`config.mk`:
```
export PLATFORM = sky130hd
export DESIGN_NAME = regbank_trace_unit
export DESIGN_NICKNAME = d
export VERILOG_FILES = /design/src/rtl/regbank_trace_unit.sv
export SDC_FILE = /design/constraint.sdc
export NUM_CORES = 1
export LEC_CHECK = 0
export BUFFER_PORTS_ARGS = -buffer_cell sky130_fd_sc_hd__clkbuf_2
export CORE_ASPECT_RATIO = 0.75
export CORE_MARGIN = 2
export CORE_UTILIZATION = 45
export DETAILED_ROUTE_END_ITERATION = 10
export PLACE_DENSITY = 0.74
export SYNTH_ARGS = -nofsm -noshare
export SYNTH_HDL_FRONTEND = slang
export SYNTH_SLANG_ARGS = --single-unit
```
`constraint.sdc`:
```
create_clock -name clk -period 3.2 [get_ports clk]
set_input_delay 0.48 -clock clk [delete_from_list [all_inputs] [get_ports clk]]
set_output_delay 0.48 -clock clk [all_outputs]
set_load 0.01 [all_outputs]
```
`src/rtl/regbank_trace_unit.sv`:
```
// Per-instruction register trace: snapshots r0..rN-1, PC and IR on each re-entry to FETCH
// and streams the words out one per accepted beat on a valid/ready port.
module regbank_trace_unit #(
    parameter int              DW          = 16,
    parameter int              NREG        = 8,
    parameter int              SW          = 5,
    parameter logic [SW-1:0]   FETCH_STATE = '0
) (
    input  logic               clk,
    input  logic               rst,
    input  logic [NREG*DW-1:0] regbankmatrix,
    input  logic [DW-1:0]      pc_in,
    input  logic [DW-1:0]      ir_in,
    input  logic [SW-1:0]      cpu_state,
    input  logic               trace_en,
    input  logic               out_ready,
    output logic               out_valid,
    output logic [DW-1:0]      out_data,
    output logic [3:0]         out_idx,
    output logic               busy,
    output logic [15:0]        snap_count,
    output logic [7:0]         drop_count,
    output logic               overflow
);

    localparam int         NWORD    = NREG + 2;
    localparam logic [3:0] LAST_IDX = 4'(NREG + 1);

    typedef enum logic {IDLE, SEND} state_t;

    state_t                     state;
    logic                       prev_fetch;
    logic [NWORD-1:0][DW-1:0]   shadow;
    logic                       is_fetch;
    logic                       bnd;
    logic                       accept;
    logic [3:0]                 nxt_idx;

    assign is_fetch = (cpu_state == FETCH_STATE);
    assign bnd      = is_fetch && !prev_fetch;
    assign accept   = out_valid && out_ready;
    assign nxt_idx  = out_idx + 4'd1;
    assign busy     = (state == SEND);

    always_ff @(posedge clk or negedge rst) begin
        if (!rst) begin
            state      <= IDLE;
            prev_fetch <= 1'b1;
            shadow     <= '0;
            out_valid  <= 1'b0;
            out_data   <= '0;
            out_idx    <= '0;
            snap_count <= '0;
            drop_count <= '0;
            overflow   <= 1'b0;
        end else begin
            prev_fetch <= is_fetch;
            // Any boundary seen while streaming is lost, including one coinciding with the last accept.
            if (bnd && trace_en && state == SEND) begin
                if (drop_count != 8'hFF)
                    drop_count <= drop_count + 8'd1;
                overflow <= 1'b1;
            end
            case (state)
                IDLE: begin
                    if (bnd && trace_en) begin
                        for (int k = 0; k < NREG; k++)
                            shadow[k] <= regbankmatrix[k*DW +: DW];
                        shadow[NREG]   <= pc_in;
                        shadow[NREG+1] <= ir_in;
                        snap_count     <= snap_count + 16'd1;
                        out_valid      <= 1'b1;
                        out_idx        <= '0;
                        out_data       <= regbankmatrix[DW-1:0];
                        state          <= SEND;
                    end
                end
                SEND: begin
                    if (accept) begin
                        if (out_idx == LAST_IDX) begin
                            out_valid <= 1'b0;
                            state     <= IDLE;
                        end else begin
                            out_idx  <= nxt_idx;
                            out_data <= shadow[nxt_idx];
                        end
                    end
                end
                default: state <= IDLE;
            endcase
        end
    end

endmodule

```
# Word-level counts from Yosys, hierarchy flattened
# Index checks and enable logic that the tools add are counted.
word_totals:
  regBits: 208
  word_cells: 57
  out_inout_bits: 47
  input_bits: 169
classes:
  magnitude_cmp: 1
  addsub: 3
  bitwise: 1
  n_reduce_logical: 10
  muxes: 18
  eq_ne: 6
op_table:
  columns: ["op", "n"]
  rows:
  - ["$bmux 16 s4", 1]
  - ["$mux 16", 4]
  - ["$pmux 16 s2", 1]
  - ["$add 16x1->16 const B", 1]
  - ["$mux 4", 3]
  - ["$add 8x1->8 const B", 1]
  - ["$ne 8x8->1 const B", 1]
  - ["$pmux 4 s2", 1]
  - ["$mux 1", 6]
  - ["$reduce_and 3->1", 2]
  - ["$logic_not 5->1", 1]
  - ["$lt 4x5->1 const B", 1]
  - ["$add 4x1->4 const B", 1]
  - ["$eq 4x4->1 const B", 1]
  - ["$logic_and 1x1->1", 4]
  - ["$ne 2x1->1 const B", 2]
  - ["$ne 2x2->1 const B", 2]
  - ["$pmux 1 s2", 2]
  - ["$reduce_and 2->1", 2]
  - ["$logic_not 1->1", 1]
  - ["$not 1->1", 1]

# Depth between registers and ports, before layout
# Gate-level depths: netlist of run 1.
depth:
  ltp_word: 6
  mapped_depth: 8
  ltp_nobuf: 7

# Least setup slack after synthesis of run 1
# OpenSTA, ideal clock, no wires.
synth_path:
  path_kind: "register -> register"
  start: "reg out_idx[1]"
  end: "reg out_data[10]"
  path_buffers: 2
  setup_ns: 0.141
  synth_period_minus_slack_ns: 2.081
  path_stages_with_launch: 9
  setup_slack_ns: 1.119
  t_required_ns: 3.059
  arrival_time_ns: 1.940
  path_cell_list: "dfrtp_1 > inv_1 > ha_1 > buf_2 > buf_2 > mux4_2 > mux2_2 > nand3_1 > a31oi_1"
synth_via:
  elab_chain_len: 6
  elab_cells_between_ends: 9
  classes_between: "1 x add/sub; 2 x eq/ne; 5 x mux; 1 x reduce/logical"
synth_lines:
  columns: ["element", "line", "text"]
  rows:
  - ["start, declared", "19", "output logic [3:0] out_idx,"]
  - ["start signal, assigned", "84", "out_idx <= nxt_idx;"]
  - ["$add 4x1->4", "42", "assign nxt_idx = out_idx + 4'd1;"]
  - ["$bmux 16 s4", "85", "out_data <= shadow[nxt_idx];"]
  - ["$mux 16 (implied by the code)", "85", null]
  - ["$mux 16", "80", "if (out_idx == LAST_IDX) begin"]
  - ["$mux 16", "79", "if (accept) begin"]
  - ["$pmux 16 s2", "64", "case (state)"]
  - ["end signal, assigned", "74", "out_data <= regbankmatrix[DW-1:0];"]
  - ["end signal, assigned", "85", null]
  - ["end, declared", "18", "output logic [DW-1:0] out_data,"]
# Several ways; a longest one is shown, not always the timed one. The select of a mux whose other input is x is not followed.
# A chain may end at the register's enable or synchronous reset.

# Worst setup path after layout of run 1
layout_path:
  start: "reg out_idx[0]"
  end: "reg out_data[2]"
# The elaborated chain is that of the path after synthesis.

==> metrics.txt, run 1 <==
status finished clean; area of the multi-input gates approximately 4100 um^2; GPL Wtd Cong 0.886; I/O Buffers 215; power density cells 740 nW/um^2; n_diodes 0; Yosys warning count 0; first-pass GRT wire length 42900 um; quantity of gates resized following cts 0; crit-path max FO 20; final hold vios 0; Die Span X about 170 um; # hold bufs at CTS 0; Slew Limit Headroom 0.385; Worst Setup Start Kind flip-flop; Die Area roughly 23000 um^2; Critical Setup Path Class reg -> reg; Avg Inst Size Synth 9.62 um^2; sequential fraction of the synthesis area 0.541; initial detailed-routing violation count roughly 650; FF/Latch Area about 5200 um^2; post-layout minimum cycle time 2400 ps; fraction of layout cells with a size suffix above 1 0.279; Final HPWL DP ~20000 um; Max Clk Rate around 420 MHz; DRC Markers 0; num ports 216; CP max stage cell ha_2; All-Layer GR Usage 0.245; Inserted Clock Buffers 21; area of the core about 21000 um^2; Hold/Removal Path Class in -> async; RSZ-0062 raised after global routing no; Pre-Repair DR Iteration Count 5; initial antenna violation count 2; DR vias 7838; Starting Density 0.457; drt wl/cell 18.2 um; Fin Hold WS between 40 and 50 ps; row cnt 46; TritonCTS clock tree done; Clock Tree Buf Depth 3; post-synthesis cell count 1000; Post-Syn Area 9620 um^2; total wire length 27200 um; Slew @ Worst Pin 922 ps; Final setup viols 0; dpl cell area 11000 um^2; fill count 1947; vias in the first global route 7689; nets@finish ~1400; die height around 130 um; clock transition at the registers of the reported paths approximately 60 ps; worst path cell trace ha_2, buf_4, mux4_2, mux2_2, nand3_1, a31oi_1; VDD IR max 0.379 mV; Clock Latency Late Sink 500 ps; Tcrit/Tclk final 0.750; worst path arrival time 2760 ps; antenna viol nets, final 0; setup TNS 0 ps; Max-Cap Viols 0; CTS HTree Levels 1; CTS Root Cell clkbuf_16; post-synth cell types 35; Lkg Pwr 6.30 nW; vias per cell 5.23; Synth Register Bits 208; Max stage delay on crit path 680 ps; max-slew violations 0; setup repair bufs after CTS 0; required time of the critical path ~3600 ps; Fin Clk Skew 8.28 ps; pin count of the biggest net entering global routing between 90 and 100; Mapped Nets 1173; # clock sinks 208; synthesis-to-layout area growth 22.0%; fin area 11700 um^2; Overflow after GRT 0; Worst setup EP type flip-flop
==> layout by cell type (no fill, tap or decap), types with 3 or more instances in the layout <==
| master | instances |
|---|---|
| o21ai_1 | 5 |
| ha_1 | 3 |
| and2_1 | 3 |
| a31oi_1 | 13 |
| buf_4 | 15 |
| mux4_2 | 32 |
| xnor2_1 | 15 |
| buf_12 | 4 |
| mux2i_1 | 12 |
| dfrtp_1 | 205 |
| nand3_1 | 19 |
| nand2_1 | 508 |
| nand4_1 | 10 |
| nor2_1 | 18 |
| mux2_2 | 25 |
| mux2_1 | 8 |
| o21ai_0 | 4 |
| clkinvlp_4 | 4 |
| clkbuf_2 | 214 |
| and4_1 | 16 |
| clkinv_2 | 3 |
| clkbuf_16 | 21 |
| clkbuf_8 | 4 |
| and3_1 | 12 |
| nand3b_1 | 4 |
| bufinv_16 | 4 |
| xor2_1 | 7 |
==> per-stage QoR <==
| stage | util | total power [W] | instances | setup WS (ps) |
|---|---|---|---|---|
| after CTS | 0.557 | 0.00871 | 1498 | 808 |
| after global routing | 0.557 | 0.00911 | 1498 | 700 |
| after global placement | 0.522 | 0.00598 | 1461 | 883 |
| after detailed placement | 0.522 | 0.00606 | 1461 | 813 |
| after floorplan | - | 0.00515 | 1000 | 1120 |
| final | 0.557 | 0.00868 | 1498 | 800 |
==> synth_stat cells, drive strengths merged <==
cell type,count,area (um^2)
ha,4,50.1
a21o,2,15.0
o21ai,9,45.0
buf,29,179
o221ai,1,15.0
a21oi,1,5.00
nand3,20,100
nor2,18,67.6
a31oi,13,81.3
nor2b,2,12.5
inv,1,3.75
nor4,1,12.5
mux2i,12,120
nand3b,4,30.0
xnor2,15,131
dfstp,1,26.3
and2,3,18.8
and4b,1,10.0
or2,1,6.26
nand4,10,62.6
clkbuf,32,120
xor2,9,86.3
dfrtp,207,5180
mux2,33,372
nand4b,1,8.76
and3b,1,8.76
and4,16,140
and3,13,81.3
mux4,32,721
nand2,508,1910
==> cells by family after synthesis <==
group | Yosys count | share of synthesized area
AND/OR/NAND/NOR | 599 | 0.256
flip-flops | 208 | 0.541
multiplexers | 77 | 0.126
buffers and inverters | 62 | 0.0315
AO/OA/AOI/OAI | 26 | 0.0168
XOR/XNOR | 24 | 0.0226
adder cells (fa/ha/maj) | 4 | 0.00520
==> registers in the layout (all words and copies together), names as in the netlist <==
name,flops
out_idx,4
out_valid,1
out_data,16
prev_fetch,1
drop_count,8
overflow,1
snap_count,16
busy,1
shadow,160
==> power by group <==
group	total, W	switching [W]	internal (W)
Sequential	0.00362	0.000468	0.00315
Combinational	0.00242	0.00121	0.00121
Clock	0.00264	0.00104	0.00160
Total	0.00868	0.00273	0.00596
==> worst paths after layout <==
kind | from | endpoint | slack, ps | depth (start not counted)
max in group asynchronous | rst | shadow[110]$_DFFE_PN0P_ | 2180 | 2
min | rst | drop_count[3]$_DFFE_PN0P_ | 40 | 1
max | out_idx[0]$_DFFE_PN0P_ | out_data[2]$_DFFE_PN0P_ | 800 | 6
max reg2reg | out_idx[0]$_DFFE_PN0P_ | out_data[2]$_DFFE_PN0P_ | 800 | 6
min in group clk | regbankmatrix[89] | shadow[89]$_DFFE_PN0P_ | 180 | 3
min reg2reg | shadow[67]$_DFFE_PN0P_ | shadow[67]$_DFFE_PN0P_ | 470 | 2
==> layout make-up <==
cell class | count | share of cell area
Sequential cell | 208 | 0.444
Clock inverter | 11 | 0.0141
Inverter | 1 | 0.000320
Clock buffer | 26 | 0.0490
Timing Repair Buffer | 234 | 0.109
Multi-Input combinational cell | 730 | 0.353
Tap cell | 288 | 0.0307
==> worst max-delay path: cells and delay by family (launching register included) <==
kind | cells | cell delay (ps)
buffers and inverters | 1 | 240
AOI/OAI and AO/OA | 1 | 100
adders and majority gates | 1 | 680
DFF | 1 | 540
and+or+nand+nor | 1 | 90
muxes | 2 | 600
==> per-layer routing <==
layer,track usage,share of wire
met5,0,0.00088
met4,0.0658,0.027
met1,0.356,0.44
met2,0.371,0.43
met3,0.0631,0.099
(Power assumes the default switching activity.)
==> run 2, diff against run 1 <==
--- a/config.mk
+++ b/config.mk
@@ -5,6 +5,7 @@
 export SDC_FILE = /design/constraint.sdc
 export NUM_CORES = 1
 export LEC_CHECK = 0
+export ABC_AREA = 1
 export BUFFER_PORTS_ARGS = -buffer_cell sky130_fd_sc_hd__clkbuf_2
 export CORE_ASPECT_RATIO = 0.75
 export CORE_MARGIN = 2
==> constraint.sdc (replaced) <==
create_clock -name clk -period 2.35 [get_ports clk]
set_input_delay 0.3525 -clock clk [delete_from_list [all_inputs] [get_ports clk]]
set_output_delay 0.3525 -clock clk [all_outputs]
set_load 0.01 [all_outputs]
==> run 2 against run 1 <==
  * Combinational power shrank 46%
  * Non-clock buffer count up 6
  * Power shrank 1.4%
  * Sequential share of layout area decreased by 1.6 points
  * Via count increased by 19%
  * Synthesized area is 4.3% higher
  * Register-to-register slack worse by 530 ps
  * First-iteration DRC count up 68%
  * Routed wire length is 13% higher
  * Sequential power increased by 3%
  * Final cell count is 21% higher
  * Synthesized cell count increased by 30%
  * Critical endpoint is now out_data[9]$_DFFE_PN0P_
  * Largest power group unchanged
==> metrics.txt, run 2 <==
row cnt 47; n_diodes 0; Starting Density 0.456; max reg flops 160; Worst setup EP type flip-flop; most frequent CP cell nand2_1; post-layout minimum cycle time 2080 ps; Final setup viols 0; DRC Markers 0; CP bufs+invs 1; Die Area 23500 um^2; area of the multi-input gates between 4000 and 5000 um^2; most common cell in the netlist nand2_1; num ports 216; fraction of layout cells with a size suffix above 1 0.193; vias in the first global route 8732; clock transition at the registers of the reported paths 60 ps; nets@finish 1670; Slew @ Worst Pin 555 ps; CP max stage cell dfrtp_4; Post-synth ARST share 1.00; Inst Count DP between 1500 and 2000; vias per cell 5.15; commonest cells after routing, fill and taps aside nand2_1 (546), clkbuf_2 (214), dfrtp_1 (206); r2r setup slk 270 ps; Overflow after GRT 0; Post-Syn Area 10000 um^2; DR vias 9301; CP startpoint out_idx[0]$_DFFE_PN0P_; RSZ-0062 raised after global routing no; Yosys warning count 0; Yosys top cell area share 0.516; FF-to-FF End out_data[9]$_DFFE_PN0P_; Hold EP shadow[58]$_DFFE_PN0P_; Synth Register Bits 208; GPL Wtd Cong 0.964; Die Span X about 180 um; commonest non-fill, non-tap cell in the layout nand2_1; Max stage delay on crit path 450 ps; RR Startpoint out_idx[0]$_DFFE_PN0P_; biggest regs shadow (160), out_data (16), snap_count (16); Synth top cells by count nand2_1 (546), dfrtp_1 (207), inv_1 (116); number of flops mapped to enable cells by yosys 0; pin count of the biggest net entering global routing 103; max-slew violations 0; Lkg Pwr 6.59 nW; Clock Tree Buf Depth 3; Finished Layout Cells 1806; largest cells by area after synthesis dfrtp_1 (52%), nand2_1 (20%), o21ai_0 (5.6%); drt wl/cell between 15 and 20 um; Mapped Nets approximately 1500; R2R cell count 9; setup TNS 0 ps; antenna viol nets, final 0; synthesis-to-layout area growth 21.4%; HP Start regbankmatrix[58]; TritonCTS clock tree done; dpl cell area 11400 um^2; Max Clk Rate 481 MHz; Worst Setup Start Kind flip-flop; All-Layer GR Usage 0.261; area of the core 22000 um^2; status finished clean; quantity of gates resized following cts 0; Fin Hold WS about 50 ps; post-synthesis cell count 1303; # clock sinks 208; Critical Setup Path Class reg -> reg; Top reg by flops shadow; total wire length 30700 um; Inserted Clock Buffers 23; Top delay family on crit path simple AND/OR/NAND/NOR gates; worst path cell trace buf_4, nand3_1, nand2_1, nand2_1, nor2_2, nand3_1, nand2_1, nor2_1, nor2_1; final hold vios 0; required time of the critical path 2780 ps; Slew Limit Headroom 0.629; post-synth cell types 31; die height between 100 and 150 um; power density cells around 700 nW/um^2; FF/Latch Area about 5200 um^2; CTS Root Cell clkbuf_16; Min-Delay Path Depth 3; initial detailed-routing violation count about 1100; VDD IR max between 0.6 and 0.7 mV; crit-path max FO 30; Pre-Repair DR Iteration Count 5; Tcrit/Tclk final 0.885; predominant post-synthesis flop cell dfrtp_1; Fin Clk Skew 15.3 ps; initial antenna violation count 0; worst path arrival time 2510 ps; Clock Latency Late Sink 510 ps; Hold/Removal Path Class in -> reg; Avg Inst Size Synth 7.70 um^2; fin area 12200 um^2; sequential fraction of the synthesis area 0.519; I/O Buffers 215; fill count around 2100; first-pass GRT wire length 48200 um; Final HPWL DP 22300 um; Max-Cap Viols 0; Synth area leader dfrtp_1; CTS HTree Levels 1
-- run 2: cell count changes after synthesis, sizes merged, moves of 16 or more --
cell and change:
a21oi +17, mux4 -32, o211ai +27, o21ai +116, and4 -16, buf +17
nor2 +32, nand2 +38, mux2 -33, inv +118, nand3 +68
-- run 2: area by class of cell --
cell class                 count  share of cell area
clock inverter                 8             0.00555
timing repair buffer         240               0.113
tap                          294              0.0302
sequential                   208               0.428
clock buffer                  32              0.0550
multi-input combinational    904               0.332
inverter                     120              0.0371
-- run 2: routing by layer --
metal,part of all wire,global-route usage,vias up
li1,-,-,4469
met1,0.47,0.408,4328
met2,0.42,0.377,462
met3,0.10,0.0579,42
met4,0.016,0.0418,0
met5,0,0,-
-- run 2: stage by stage --
| stage | setup WS (ps) | utilization | power (W) |
|---|---|---|---|
| after detailed placement | 343 | 0.520 | 0.00506 |
| final | 269 | 0.554 | 0.00856 |
| after CTS | 332 | 0.554 | 0.00859 |
| after global placement | 359 | 0.520 | 0.00505 |
| after global routing | 99.6 | 0.554 | 0.00887 |
| after floorplan | 602 | - | 0.00448 |
-- run 2: worst register-to-register path: stages, from the launching register on --
cell	delay, ps
dfrtp_4	450
buf_4	310
nand3_1	130
nand2_1	80
nand2_1	100
nor2_2	450
nand3_1	270
nand2_1	120
nor2_1	40
nor2_1	80
-- run 2: worst max-delay path by stage --
stage / cells after the start / end / slack, ps
4_1_cts: 10 / out_data[13]$_DFFE_PN0P_ / 330
3_5_place_dp: 9 / out_data[13]$_DFFE_PN0P_ / 340
3_3_place_gp: 8 / out_data[13]$_DFFE_PN0P_ / 360
5_1_grt: 10 / out_data[13]$_DFFE_PN0P_ / 100
2_1_floorplan: 10 / out_data[13]$_DFFE_PN0P_ / 600
6_report: 9 / out_data[9]$_DFFE_PN0P_ / 270
-- run 2: kinds of logic (layout without fill, tap and decap cells) --
kind of cell,after synthesis,after routing,share of synthesized area
XOR/XNOR,20,20,0.0193
AND/OR/NAND/NOR,699,699,0.278
AO/OA/AOI/OAI,181,181,0.0996
buffers and inverters,191,400,0.0791
flip-flops,208,208,0.519
adder cells (fa/ha/maj),4,4,0.00499
-- run 2: where the power goes --
part	internal, W	switching [W]	leakage, nW
Clock	0.00209	0.00145	0.368
Sequential	0.00365	0.0000707	2.44
Combinational	0.000467	0.000834	3.78
-- run 2: repair_timing --
item,CTS,global route
hold buffers,1,0
setup endpoints to repair,0,0
endpoints found under the hold margin,55,0
buffers inserted,0,0
